`src/rtl/cdb_arbiter_if.sv`:
```
// Result-bus bundle between the ALU/LSB producers and the CDB arbiter.
// Producers push with *_en and watch *_full; the CDB fields are the registered broadcast.
interface cdb_arbiter_if #(
  parameter int ADDR_WIDTH = 32,
  parameter int ROB_WIDTH  = 4
);
  logic                  rdy_in;
  logic                  flush_in;

  logic                  ALU2ARB_en;
  logic [ROB_WIDTH-1:0]  ALU2ARB_ROB_index;
  logic [31:0]           ALU2ARB_value;
  logic [ADDR_WIDTH-1:0] ALU2ARB_next_pc;
  logic                  ARB2ALU_full;

  logic                  LSB2ARB_en;
  logic [ROB_WIDTH-1:0]  LSB2ARB_ROB_index;
  logic [31:0]           LSB2ARB_value;
  logic                  ARB2LSB_full;

  logic                  CDB_en;
  logic [ROB_WIDTH-1:0]  CDB_ROB_index;
  logic [31:0]           CDB_value;
  logic [ADDR_WIDTH-1:0] CDB_next_pc;
  logic                  CDB_src;

  modport slave (
    input  rdy_in, flush_in,
    input  ALU2ARB_en, ALU2ARB_ROB_index, ALU2ARB_value, ALU2ARB_next_pc,
    output ARB2ALU_full,
    input  LSB2ARB_en, LSB2ARB_ROB_index, LSB2ARB_value,
    output ARB2LSB_full,
    output CDB_en, CDB_ROB_index, CDB_value, CDB_next_pc, CDB_src
  );

  modport master (
    output rdy_in, flush_in,
    output ALU2ARB_en, ALU2ARB_ROB_index, ALU2ARB_value, ALU2ARB_next_pc,
    input  ARB2ALU_full,
    output LSB2ARB_en, LSB2ARB_ROB_index, LSB2ARB_value,
    input  ARB2LSB_full,
    input  CDB_en, CDB_ROB_index, CDB_value, CDB_next_pc, CDB_src
  );
endinterface

```
`src/rtl/cdb_arbiter.sv`:
```
// Round-robin CDB arbiter over two small result FIFOs (ALU, LSB); push->broadcast is 2 edges.
// Backpressure via *_full (count == depth); rdy_in low freezes everything, flush drops all pending.
module cdb_arbiter #(
  parameter int ADDR_WIDTH  = 32,
  parameter int ROB_WIDTH   = 4,
  parameter int DEPTH_WIDTH = 1
) (
  input  logic           clk_in,
  input  logic           rst_n_in,
  cdb_arbiter_if.slave   bus
);
  localparam int DEPTH = 1 << DEPTH_WIDTH;
  localparam logic [DEPTH_WIDTH:0] DEPTH_CNT = (DEPTH_WIDTH+1)'(DEPTH);

  typedef struct packed {
    logic [ROB_WIDTH-1:0]  tag;
    logic [31:0]           value;
    logic [ADDR_WIDTH-1:0] next_pc;
  } alu_ent_t;

  typedef struct packed {
    logic [ROB_WIDTH-1:0]  tag;
    logic [31:0]           value;
  } lsb_ent_t;

  alu_ent_t               alu_mem_q [DEPTH];
  alu_ent_t               alu_mem_d [DEPTH];
  lsb_ent_t               lsb_mem_q [DEPTH];
  lsb_ent_t               lsb_mem_d [DEPTH];
  logic [DEPTH_WIDTH-1:0] alu_wr_q, alu_wr_d, alu_rd_q, alu_rd_d;
  logic [DEPTH_WIDTH-1:0] lsb_wr_q, lsb_wr_d, lsb_rd_q, lsb_rd_d;
  logic [DEPTH_WIDTH:0]   alu_cnt_q, alu_cnt_d, lsb_cnt_q, lsb_cnt_d;
  logic                   last_lsb_q, last_lsb_d;

  logic                   cdb_en_q, cdb_en_d;
  logic [ROB_WIDTH-1:0]   cdb_tag_q, cdb_tag_d;
  logic [31:0]            cdb_value_q, cdb_value_d;
  logic [ADDR_WIDTH-1:0]  cdb_pc_q, cdb_pc_d;
  logic                   cdb_src_q, cdb_src_d;

  logic     alu_full, lsb_full, alu_ne, lsb_ne;
  logic     gnt_alu, gnt_lsb, advance, do_flush;
  logic     alu_push, lsb_push, alu_pop, lsb_pop;
  alu_ent_t alu_head;
  lsb_ent_t lsb_head;

  assign alu_full = (alu_cnt_q == DEPTH_CNT);
  assign lsb_full = (lsb_cnt_q == DEPTH_CNT);
  assign alu_ne   = (alu_cnt_q != '0);
  assign lsb_ne   = (lsb_cnt_q != '0);
  assign alu_head = alu_mem_q[alu_rd_q];
  assign lsb_head = lsb_mem_q[lsb_rd_q];

  // Ties go to whichever source did not win last; last_lsb_q resets high so ALU wins first.
  assign gnt_alu  = alu_ne && (!lsb_ne || last_lsb_q);
  assign gnt_lsb  = lsb_ne && !gnt_alu;

  assign do_flush = bus.rdy_in && bus.flush_in;
  assign advance  = bus.rdy_in && !bus.flush_in;
  // Full refuses a push even when the same edge pops; keeps the full path off the grant logic.
  assign alu_push = advance && bus.ALU2ARB_en && !alu_full;
  assign lsb_push = advance && bus.LSB2ARB_en && !lsb_full;
  assign alu_pop  = advance && gnt_alu;
  assign lsb_pop  = advance && gnt_lsb;

  always_comb begin
    alu_mem_d = alu_mem_q;
    lsb_mem_d = lsb_mem_q;
    alu_wr_d  = alu_wr_q;
    alu_rd_d  = alu_rd_q;
    lsb_wr_d  = lsb_wr_q;
    lsb_rd_d  = lsb_rd_q;
    alu_cnt_d = alu_cnt_q;
    lsb_cnt_d = lsb_cnt_q;
    if (do_flush) begin
      alu_wr_d  = '0;
      alu_rd_d  = '0;
      lsb_wr_d  = '0;
      lsb_rd_d  = '0;
      alu_cnt_d = '0;
      lsb_cnt_d = '0;
    end else begin
      if (alu_push) begin
        alu_mem_d[alu_wr_q] = '{tag: bus.ALU2ARB_ROB_index, value: bus.ALU2ARB_value,
                                next_pc: bus.ALU2ARB_next_pc};
        alu_wr_d = alu_wr_q + DEPTH_WIDTH'(1);
      end
      if (lsb_push) begin
        lsb_mem_d[lsb_wr_q] = '{tag: bus.LSB2ARB_ROB_index, value: bus.LSB2ARB_value};
        lsb_wr_d = lsb_wr_q + DEPTH_WIDTH'(1);
      end
      if (alu_pop) alu_rd_d = alu_rd_q + DEPTH_WIDTH'(1);
      if (lsb_pop) lsb_rd_d = lsb_rd_q + DEPTH_WIDTH'(1);
      alu_cnt_d = alu_cnt_q + (DEPTH_WIDTH+1)'(alu_push) - (DEPTH_WIDTH+1)'(alu_pop);
      lsb_cnt_d = lsb_cnt_q + (DEPTH_WIDTH+1)'(lsb_push) - (DEPTH_WIDTH+1)'(lsb_pop);
    end
  end

  always_comb begin
    cdb_en_d    = cdb_en_q;
    cdb_tag_d   = cdb_tag_q;
    cdb_value_d = cdb_value_q;
    cdb_pc_d    = cdb_pc_q;
    cdb_src_d   = cdb_src_q;
    last_lsb_d  = last_lsb_q;
    if (do_flush) begin
      cdb_en_d   = 1'b0;
      last_lsb_d = 1'b1;
    end else if (alu_pop) begin
      cdb_en_d    = 1'b1;
      cdb_tag_d   = alu_head.tag;
      cdb_value_d = alu_head.value;
      cdb_pc_d    = alu_head.next_pc;
      cdb_src_d   = 1'b0;
      last_lsb_d  = 1'b0;
    end else if (lsb_pop) begin
      cdb_en_d    = 1'b1;
      cdb_tag_d   = lsb_head.tag;
      cdb_value_d = lsb_head.value;
      cdb_pc_d    = '0;
      cdb_src_d   = 1'b1;
      last_lsb_d  = 1'b1;
    end else if (bus.rdy_in) begin
      cdb_en_d = 1'b0;
    end
  end

  always_ff @(posedge clk_in or negedge rst_n_in) begin
    if (!rst_n_in) begin
      alu_mem_q   <= '{default: '0};
      lsb_mem_q   <= '{default: '0};
      alu_wr_q    <= '0;
      alu_rd_q    <= '0;
      lsb_wr_q    <= '0;
      lsb_rd_q    <= '0;
      alu_cnt_q   <= '0;
      lsb_cnt_q   <= '0;
      last_lsb_q  <= 1'b1;
      cdb_en_q    <= 1'b0;
      cdb_tag_q   <= '0;
      cdb_value_q <= '0;
      cdb_pc_q    <= '0;
      cdb_src_q   <= 1'b0;
    end else begin
      alu_mem_q   <= alu_mem_d;
      lsb_mem_q   <= lsb_mem_d;
      alu_wr_q    <= alu_wr_d;
      alu_rd_q    <= alu_rd_d;
      lsb_wr_q    <= lsb_wr_d;
      lsb_rd_q    <= lsb_rd_d;
      alu_cnt_q   <= alu_cnt_d;
      lsb_cnt_q   <= lsb_cnt_d;
      last_lsb_q  <= last_lsb_d;
      cdb_en_q    <= cdb_en_d;
      cdb_tag_q   <= cdb_tag_d;
      cdb_value_q <= cdb_value_d;
      cdb_pc_q    <= cdb_pc_d;
      cdb_src_q   <= cdb_src_d;
    end
  end

  assign bus.ARB2ALU_full  = alu_full;
  assign bus.ARB2LSB_full  = lsb_full;
  assign bus.CDB_en        = cdb_en_q;
  assign bus.CDB_ROB_index = cdb_tag_q;
  assign bus.CDB_value     = cdb_value_q;
  assign bus.CDB_next_pc   = cdb_pc_q;
  assign bus.CDB_src       = cdb_src_q;
endmodule

```
`src/flat_wrapper.sv`:
```
// flat-port wrapper written by rule: the top's interface ports become plain ports
module cdb_arbiter_flat 
#(
  parameter int ADDR_WIDTH  = 32,
  parameter int ROB_WIDTH   = 4,
  parameter int DEPTH_WIDTH = 1
)
  (clk_in, rst_n_in, bus_rdy_in, bus_flush_in, bus_ALU2ARB_en, bus_ALU2ARB_ROB_index, bus_ALU2ARB_value, bus_ALU2ARB_next_pc, bus_ARB2ALU_full, bus_LSB2ARB_en, bus_LSB2ARB_ROB_index, bus_LSB2ARB_value, bus_ARB2LSB_full, bus_CDB_en, bus_CDB_ROB_index, bus_CDB_value, bus_CDB_next_pc, bus_CDB_src);
  cdb_arbiter_if #(.ADDR_WIDTH(ADDR_WIDTH), .ROB_WIDTH(ROB_WIDTH)) bus_i ();
  input  logic clk_in;
  input  logic rst_n_in;
  input wire logic [$bits(bus_i.rdy_in)-1:0] bus_rdy_in;
  input wire logic [$bits(bus_i.flush_in)-1:0] bus_flush_in;
  input wire logic [$bits(bus_i.ALU2ARB_en)-1:0] bus_ALU2ARB_en;
  input wire logic [$bits(bus_i.ALU2ARB_ROB_index)-1:0] bus_ALU2ARB_ROB_index;
  input wire logic [$bits(bus_i.ALU2ARB_value)-1:0] bus_ALU2ARB_value;
  input wire logic [$bits(bus_i.ALU2ARB_next_pc)-1:0] bus_ALU2ARB_next_pc;
  output wire logic [$bits(bus_i.ARB2ALU_full)-1:0] bus_ARB2ALU_full;
  input wire logic [$bits(bus_i.LSB2ARB_en)-1:0] bus_LSB2ARB_en;
  input wire logic [$bits(bus_i.LSB2ARB_ROB_index)-1:0] bus_LSB2ARB_ROB_index;
  input wire logic [$bits(bus_i.LSB2ARB_value)-1:0] bus_LSB2ARB_value;
  output wire logic [$bits(bus_i.ARB2LSB_full)-1:0] bus_ARB2LSB_full;
  output wire logic [$bits(bus_i.CDB_en)-1:0] bus_CDB_en;
  output wire logic [$bits(bus_i.CDB_ROB_index)-1:0] bus_CDB_ROB_index;
  output wire logic [$bits(bus_i.CDB_value)-1:0] bus_CDB_value;
  output wire logic [$bits(bus_i.CDB_next_pc)-1:0] bus_CDB_next_pc;
  output wire logic [$bits(bus_i.CDB_src)-1:0] bus_CDB_src;
  assign bus_i.rdy_in = bus_rdy_in;
  assign bus_i.flush_in = bus_flush_in;
  assign bus_i.ALU2ARB_en = bus_ALU2ARB_en;
  assign bus_i.ALU2ARB_ROB_index = bus_ALU2ARB_ROB_index;
  assign bus_i.ALU2ARB_value = bus_ALU2ARB_value;
  assign bus_i.ALU2ARB_next_pc = bus_ALU2ARB_next_pc;
  assign bus_ARB2ALU_full = bus_i.ARB2ALU_full;
  assign bus_i.LSB2ARB_en = bus_LSB2ARB_en;
  assign bus_i.LSB2ARB_ROB_index = bus_LSB2ARB_ROB_index;
  assign bus_i.LSB2ARB_value = bus_LSB2ARB_value;
  assign bus_ARB2LSB_full = bus_i.ARB2LSB_full;
  assign bus_CDB_en = bus_i.CDB_en;
  assign bus_CDB_ROB_index = bus_i.CDB_ROB_index;
  assign bus_CDB_value = bus_i.CDB_value;
  assign bus_CDB_next_pc = bus_i.CDB_next_pc;
  assign bus_CDB_src = bus_i.CDB_src;
  cdb_arbiter #(.ADDR_WIDTH(ADDR_WIDTH), .ROB_WIDTH(ROB_WIDTH), .DEPTH_WIDTH(DEPTH_WIDTH)) u_core (.clk_in(clk_in), .rst_n_in(rst_n_in), .bus(bus_i));
endmodule
```
`config.mk`:
```
export PLATFORM = sky130hd
export DESIGN_NAME = cdb_arbiter_flat
export DESIGN_NICKNAME = d
export VERILOG_FILES = /design/src/rtl/cdb_arbiter_if.sv /design/src/rtl/cdb_arbiter.sv /design/src/flat_wrapper.sv
export SDC_FILE = /design/constraint.sdc
export NUM_CORES = 1
export LEC_CHECK = 0
export BUFFER_PORTS_ARGS = -buffer_cell sky130_fd_sc_hd__buf_2
export CAP_MARGIN = 20
export CELL_PAD_IN_SITES_DETAIL_PLACEMENT = 0
export CELL_PAD_IN_SITES_GLOBAL_PLACEMENT = 1
export CORE_MARGIN = 2
export CORE_UTILIZATION = 35
export DETAILED_ROUTE_END_ITERATION = 8
export GPL_TIMING_DRIVEN = 0
export PLACE_DENSITY_LB_ADDON = 0.1
export SLEW_MARGIN = 15
export SYNTH_ARGS = -nofsm -noshare
export SYNTH_HDL_FRONTEND = slang
export SYNTH_SLANG_ARGS = --single-unit
```
`constraint.sdc`:
```
create_clock -name clk_in -period 2.3 [get_ports clk_in]
set_clock_uncertainty 0.05 [all_clocks]
set_input_delay 0.69 -clock clk_in [delete_from_list [all_inputs] [get_ports clk_in]]
set_output_delay 0.69 -clock clk_in [all_outputs]
set_load 0.05 [all_outputs]
```
==> flow_summary.json, run 1 <==
{
  "cts_tree": "yes",
  "synth_xor_area_share_pct": 0.283,
  "dpl_cell_area_sq_mm": 0.0140,
  "gp_congestion": 0.703,
  "setup_violations": 0,
  "die_area_sq_mm": 0.0369,
  "synth-compound-area-share_pct": 3.51,
  "core-area_sq_mm": 0.0347,
  "synth_fa_ha_area_share_pct": 0.404,
  "grt_usage_pct": 17.0,
  "ys.flop_type": "dfrtp_1",
  "detail_route.wirelength_um": 30700,
  "holdBufCountCts": 0,
  "synthSimpleGateAreaFrac_pct": 4.03,
  "grt_pass1_wl_um": 48200,
  "root_buffer": "clkbuf_16",
  "place_ws_ns": -0.413,
  "grt_max_degree": 90,
  "power_frac_clock_pct": 24.9,
  "synth_top_area_share_pct": 57.8,
  "multi_input_area_sq_mm": 0.00487,
  "muxShareOfSynthArea_pct": 30.6,
  "dp_hpwl_um": 21000,
  "die_x_um": 192,
  "synth_cell_types": 38,
  "synth_fp_nets": 999,
  "synth-edff-count": 0,
  "synth.most_common_cell": "dfrtp_1",
  "pwr-share-comb_pct": 36.6,
  "relSlewSlack_pct": 34.6,
  "yosys-top-cells-count": "dfrtp_1 (286), mux2_2 (198), mux2i_1 (141), a21oi_1 (39), nor3_1 (37)",
  "maxSlewViolCount": 0,
  "required_ns": 1.56,
  "rsz0062_at_grt": "no",
  "synth_area_sq_mm": 0.0124,
  "antenna_found_initial": 2,
  "synth_seq_cells": 287,
  "timing.fmax_ghz": 0.451,
  "ir_drop_mv": 0.753,
  "synth_cells": 885,
  "drive_above_1_share_pct": 44.7,
  "synth_top_area_cell": "dfrtp_1",
  "post_synth.cell_area_avg_sq_um": 14.0,
  "clock_sinks": 287,
  "pin_count": 182,
  "worst_pin_slew_ns": 0.982,
  "ant_nets": 0,
  "first_pass_iters": 4,
  "finalHoldViolations": 0,
  "fin_ws_ns": 0.0811,
  "clk_pin_slew_ns": 0.06,
  "ys_top_cells_by_area": "dfrtp_1 (58%), mux2_2 (18%), mux2i_1 (11%)",
  "p_leak_nw": 6.90,
  "regArea_sq_mm": 0.00719,
  "clk_latency_ns": 0.51,
  "dieHeight_um": 192,
  "grt_pass1_vias": 8299,
  "min_path_type": "in2async",
  "switching_share_pct": 36.3,
  "rows": 68,
  "vias": 7734,
  "cellPowerDensity_mw_per_mm2": 1480,
  "vias_per_cell": 4.85,
  "start_util_pct": 35.7,
  "power_switching_w": 0.00822,
  "synthArstFlopShare_pct": 100,
  "status": "finished, final reports clean",
  "fin_area_sq_mm": 0.0153,
  "clock_path_buffers": 3,
  "htree_levels": 2,
  "final_util_pct": 44.1,
  "period_share_pct": 96.5,
  "cp_max_fo": 5,
  "cts_buffers": 35,
  "yosysSeqAreaShare_pct": 58.0,
  "cap_violations": 0,
  "numPortBuffers": 180,
  "synth_top_family_by_area": "multiplexers",
  "pwr-share-seq_pct": 38.4,
  "grt-ovfl-total": 0,
  "crit_path_end_kind": "output pin",
  "n_fill_cell": 3336,
  "ys_warn_count": 0,
  "path_class": "reg2out",
  "layout.nets": 1226,
  "wire_per_inst_um": 19.3,
  "cp-start-kind": "flop",
  "areaGrowthSynthToFinish_pct": 23.7,
  "min_period_ns": 2.22,
  "drc_errors": 0,
  "p_int_w": 0.0145,
  "drt-initial-drc-count": 212,
  "cp.arrival_ns": 1.48
}
-- power by group through the flow --
stage          logic (W)  clock network (W)  registers, W
3_3_place_gp     0.00824                  0       0.00873
6_report         0.00831            0.00565       0.00871
5_1_grt          0.00903            0.00605       0.00905
4_1_cts          0.00841            0.00582       0.00873
3_5_place_dp     0.00836                  0       0.00879
2_1_floorplan    0.00442                  0        0.0104
-- final cells by class --
type	instances	share of cell area [%]
Multi-Input combinational cell	529	31.8
Timing Repair Buffer	190	6.87
Sequential cell	287	47.0
Tap cell	455	3.72
Clock buffer	50	6.89
Clock inverter	13	0.932
Buffer	61	2.57
Antenna cell	1	0.0163
Inverter	8	0.213
-- stage by stage --
step	std cells	TNS [ns]	hold WS, ns	power (W)
after floorplan	885	-0.0785	0.344	0.0149
after global placement	1520	-1548.34	0.418	0.0170
after detailed placement	1524	-21.37	0.426	0.0171
after CTS	1588	0	0.0407	0.0230
after global routing	1593	0	0.0526	0.0241
final	1594	0	0.0374	0.0227
-- cells in the final DEF (no fill, tap or decap), types with 28 or more instances in the layout --
cell type and instances:
dfrtp_1 282, mux2_2 198, buf_2 191, mux2i_1 141, a21oi_1 39, nor3_1 37, clkbuf_16 37, o21ai_0 34
nand3_1 33, clkbuf_1 28
-- critical path, cell delays in order, from the launching register on --
cell and delay [ns]:
dfrtp_2 0.44, nand2b_1 0.19, inv_1 0.06, buf_2 0.28
-- repair_timing --
item / in CTS / in global routing
setup buffers: 1 / 5
pin swaps: 1 / 2
gates cloned: 0 / 0
resized for setup: 6 / 10
endpoints found under the setup margin: 2 / 21
-- flip-flops by register name (all words and copies together) (netlist names) --
signal,flops
u_core.alu_cnt_q,2
u_core.alu_mem_q,136
u_core.alu_rd_q,1
u_core.alu_wr_q,1
u_core.bus.CDB_ROB_index,4
u_core.bus.CDB_en,1
u_core.bus.CDB_next_pc,32
u_core.bus.CDB_src,1
u_core.bus.CDB_value,32
u_core.last_lsb_q,1
u_core.lsb_cnt_q,2
u_core.lsb_mem_q,72
u_core.lsb_rd_q,1
u_core.lsb_wr_q,1
-- metal layers --
| metal | global-route usage (%) | share of wire (%) |
|---|---|---|
| met1 | 24.2 | 48 |
| met2 | 26.5 | 45 |
| met3 | 3.29 | 4.4 |
| met4 | 4.52 | 2.0 |
| met5 | 0 | 0.068 |
-- logic make-up (layout without fill, tap and decap cells) --
family                     count (synthesis)  in the layout
muxes                                    349            349
and+or+nand+nor                           90             90
other                                      0              1
buffers and inverters                     69            322
xor gates and xnor gates                   4              4
DFF                                      287            287
adders and majority gates                  4              4
AOI/OAI and AO/OA                         82             82
-- worst paths after layout --
check,start,to,slack [ns],cells after the start
worst max-delay path,u_core.alu_cnt_q[0]$_DFF_PN0_,bus_ARB2ALU_full,0.08,3
worst min-delay path,rst_n_in,u_core.lsb_mem_q[10]$_DFFE_PN0P_,0.04,1
worst max register to register,u_core.alu_cnt_q[1]$_DFF_PN0_,u_core.alu_cnt_q[1]$_DFF_PN0_,0.13,11
worst min register to register,u_core.lsb_mem_q[63]$_DFFE_PN0P_,u_core.lsb_mem_q[63]$_DFFE_PN0P_,0.44,1
max in group asynchronous,rst_n_in,u_core.alu_mem_q[9]$_DFFE_PN0P_,0.93,3
min in group clk_in,bus_ALU2ARB_next_pc[2],u_core.alu_mem_q[2]$_DFFE_PN0P_,0.38,2
(Power assumes the default switching activity.)
==> run 2: changes to the inputs <==
--- a/config.mk
+++ b/config.mk
@@ -13,5 +13,4 @@
 export CORE_UTILIZATION = 35
 export DETAILED_ROUTE_END_ITERATION = 8
-export GPL_TIMING_DRIVEN = 0
 export PLACE_DENSITY_LB_ADDON = 0.1
 export SLEW_MARGIN = 15
==> constraint.sdc (replaced) <==
create_clock -name clk_in -period 2.3 [get_ports clk_in]
set_clock_uncertainty 0.05 [all_clocks]
set_input_delay 0.46 -clock clk_in [delete_from_list [all_inputs] [get_ports clk_in]]
set_output_delay 0.46 -clock clk_in [all_outputs]
set_load 0.05 [all_outputs]
==> run 2 against run 1 <==
  * First-iteration DRC count decreased by 4.2%
  * Utilization decreased by 0.45 points
  * Combinational power decreased by 3.2%
  * Critical path depth decreased by 1
  * Worst hold slack improved by 0.11 ns
  * Final area decreased by 1.0%
  * Flip-flop and latch count unchanged
  * Routed wire length decreased by 2.3%
  * Sequential power increased by 2%
  * Sequential share of layout area increased by 0.49 points
  * Via count decreased by 1.4%
  * Total power decreased by 1.2%
==> flow_summary.json, run 2 (synthesis results as in run 1) <==
{
  "numPortBuffers": 181,
  "drc_errors": 0,
  "ant_nets": 0,
  "cts_tree": "yes",
  "relSlewSlack_pct": 58.3,
  "grt_pass1_wl_um": 47900,
  "period_share_pct": 94.9,
  "p_leak_nw": 6.84,
  "maxSlewViolCount": 0,
  "rows": 68,
  "worst_pin_slew_ns": 0.626,
  "path_class": "reg2out",
  "cp-start-kind": "flop",
  "gp_congestion": 0.678,
  "largest_reg_flops": 136,
  "detail_route.wirelength_um": 30000,
  "antenna_found_initial": 4,
  "dpl_cell_area_sq_mm": 0.0140,
  "timing.fmax_ghz": 0.458,
  "clk_latency_ns": 0.50,
  "status": "finished, final reports clean",
  "wire_per_inst_um": 19.3,
  "n_fill_cell": 3305,
  "ctsResizeCount": 0,
  "grt_pass1_vias": 8206,
  "dieHeight_um": 192,
  "first_pass_iters": 4,
  "regMostFlops": "u_core.alu_mem_q",
  "start_util_pct": 35.7,
  "cap_violations": 0,
  "cts_buffers": 35,
  "pin_count": 182,
  "vias": 7628,
  "drt-initial-drc-count": 203,
  "cp_max_fo": 4,
  "rsz0062_at_grt": "no",
  "grt_usage_pct": 16.8,
  "die_x_um": 192,
  "areaGrowthSynthToFinish_pct": 22.4,
  "htree_levels": 2,
  "core-area_sq_mm": 0.0347,
  "root_buffer": "clkbuf_16",
  "clk_pin_slew_ns": 0.06,
  "layout.nets": 1187,
  "crit_path_end_kind": "output pin",
  "clock_sinks": 287,
  "dp_hpwl_um": 19100,
  "required_ns": 1.79,
  "layout_commonest_cell": "dfrtp_1",
  "finalSetupTns_ns": 0,
  "ir_drop_mv": 0.676,
  "min_period_ns": 2.18,
  "drive_above_1_share_pct": 44.8,
  "layout_common_cells": "dfrtp_1 (284), mux2_2 (198), buf_2 (180)",
  "worstRegToRegCells": 9,
  "die_area_sq_mm": 0.0369,
  "hold_path_depth": 2,
  "top_regs": "u_core.alu_mem_q (136), u_core.lsb_mem_q (72)",
  "fin_area_sq_mm": 0.0152,
  "vias_per_cell": 4.91,
  "grt-ovfl-total": 0,
  "finalHoldViolations": 0,
  "post_cts_buffers": 0,
  "clock_path_buffers": 3,
  "min_path_type": "in2reg",
  "cellPowerDensity_mw_per_mm2": 1480,
  "grt_max_degree": 71,
  "setup_violations": 0,
  "cp.arrival_ns": 1.67
}
==> run 2: timing repair <==
item,4_1_cts,5_1_grt
setup endpoints to repair,0,0
hold endpoints to repair,44,0
hold buffers,1,0
==> run 2: area by class of cell <==
cell class,count,area (sq um),share of cell area (%)
clock inverter,11,108,0.710
timing repair buffer,212,1340,8.84
antenna,1,2.50,0.0165
inverter,8,30.0,0.198
clock buffer,50,1060,7.03
multi-input combinational,529,4850,32.0
sequential,287,7190,47.4
tap,455,569,3.76
==> run 2: worst max-delay path, cell delays in order (launching register included) <==
cell	delay (ns)
dfrtp_1	0.49
nor2b_2	0.33
buf_2	0.34
==> run 2: path summary, 6_finish.rpt <==
kind                                             startpoint                          endpoint  slack (ns)
setup / recovery              u_core.lsb_cnt_q[1]$_DFF_PN0_                  bus_ARB2LSB_full        0.12
hold / removal                        bus_LSB2ARB_value[27]  u_core.lsb_mem_q[63]$_DFFE_PN0P_        0.14
setup reg to reg              u_core.lsb_cnt_q[0]$_DFF_PN0_     u_core.lsb_cnt_q[1]$_DFF_PN0_        0.27
hold reg to reg            u_core.lsb_mem_q[63]$_DFFE_PN0P_  u_core.lsb_mem_q[63]$_DFFE_PN0P_        0.44
max in group asynchronous                          rst_n_in  u_core.alu_mem_q[75]$_DFFE_PN0P_        1.07
min in group asynchronous                          rst_n_in  u_core.lsb_mem_q[42]$_DFFE_PN0P_        0.44
==> run 2: stage by stage <==
step | hold slack (ns) | power [W] | util [%] | setup slack [ns] | instances
3_5_place_dp | 0.369 | 0.0171 | 40.2 | 0.110 | 1490
6_report | 0.143 | 0.0224 | 43.6 | 0.116 | 1553
5_1_grt | 0.134 | 0.0239 | 43.6 | 0.0480 | 1552
3_3_place_gp | 0.375 | 0.0170 | 40.2 | 0.156 | 1490
2_1_floorplan | 0.114 | 0.0148 | - | 0.00538 | 885
4_1_cts | 0.115 | 0.0228 | 43.6 | 0.0767 | 1552
==> run 2: power by group <==
group          internal, W  total (W)  switching, W
Clock              0.00343    0.00552       0.00209
Combinational      0.00340    0.00804       0.00464
Sequential         0.00748    0.00885       0.00136
Total               0.0143     0.0224       0.00810
==> run 2: per-layer routing <==
metal	vias to the layer above	track usage, %	wire length, um
li1	3575	-	-
met1	3863	22.3	13700
met2	132	27.7	14100
met3	52	3.75	1550
met4	6	4.43	590
met5	-	0	34
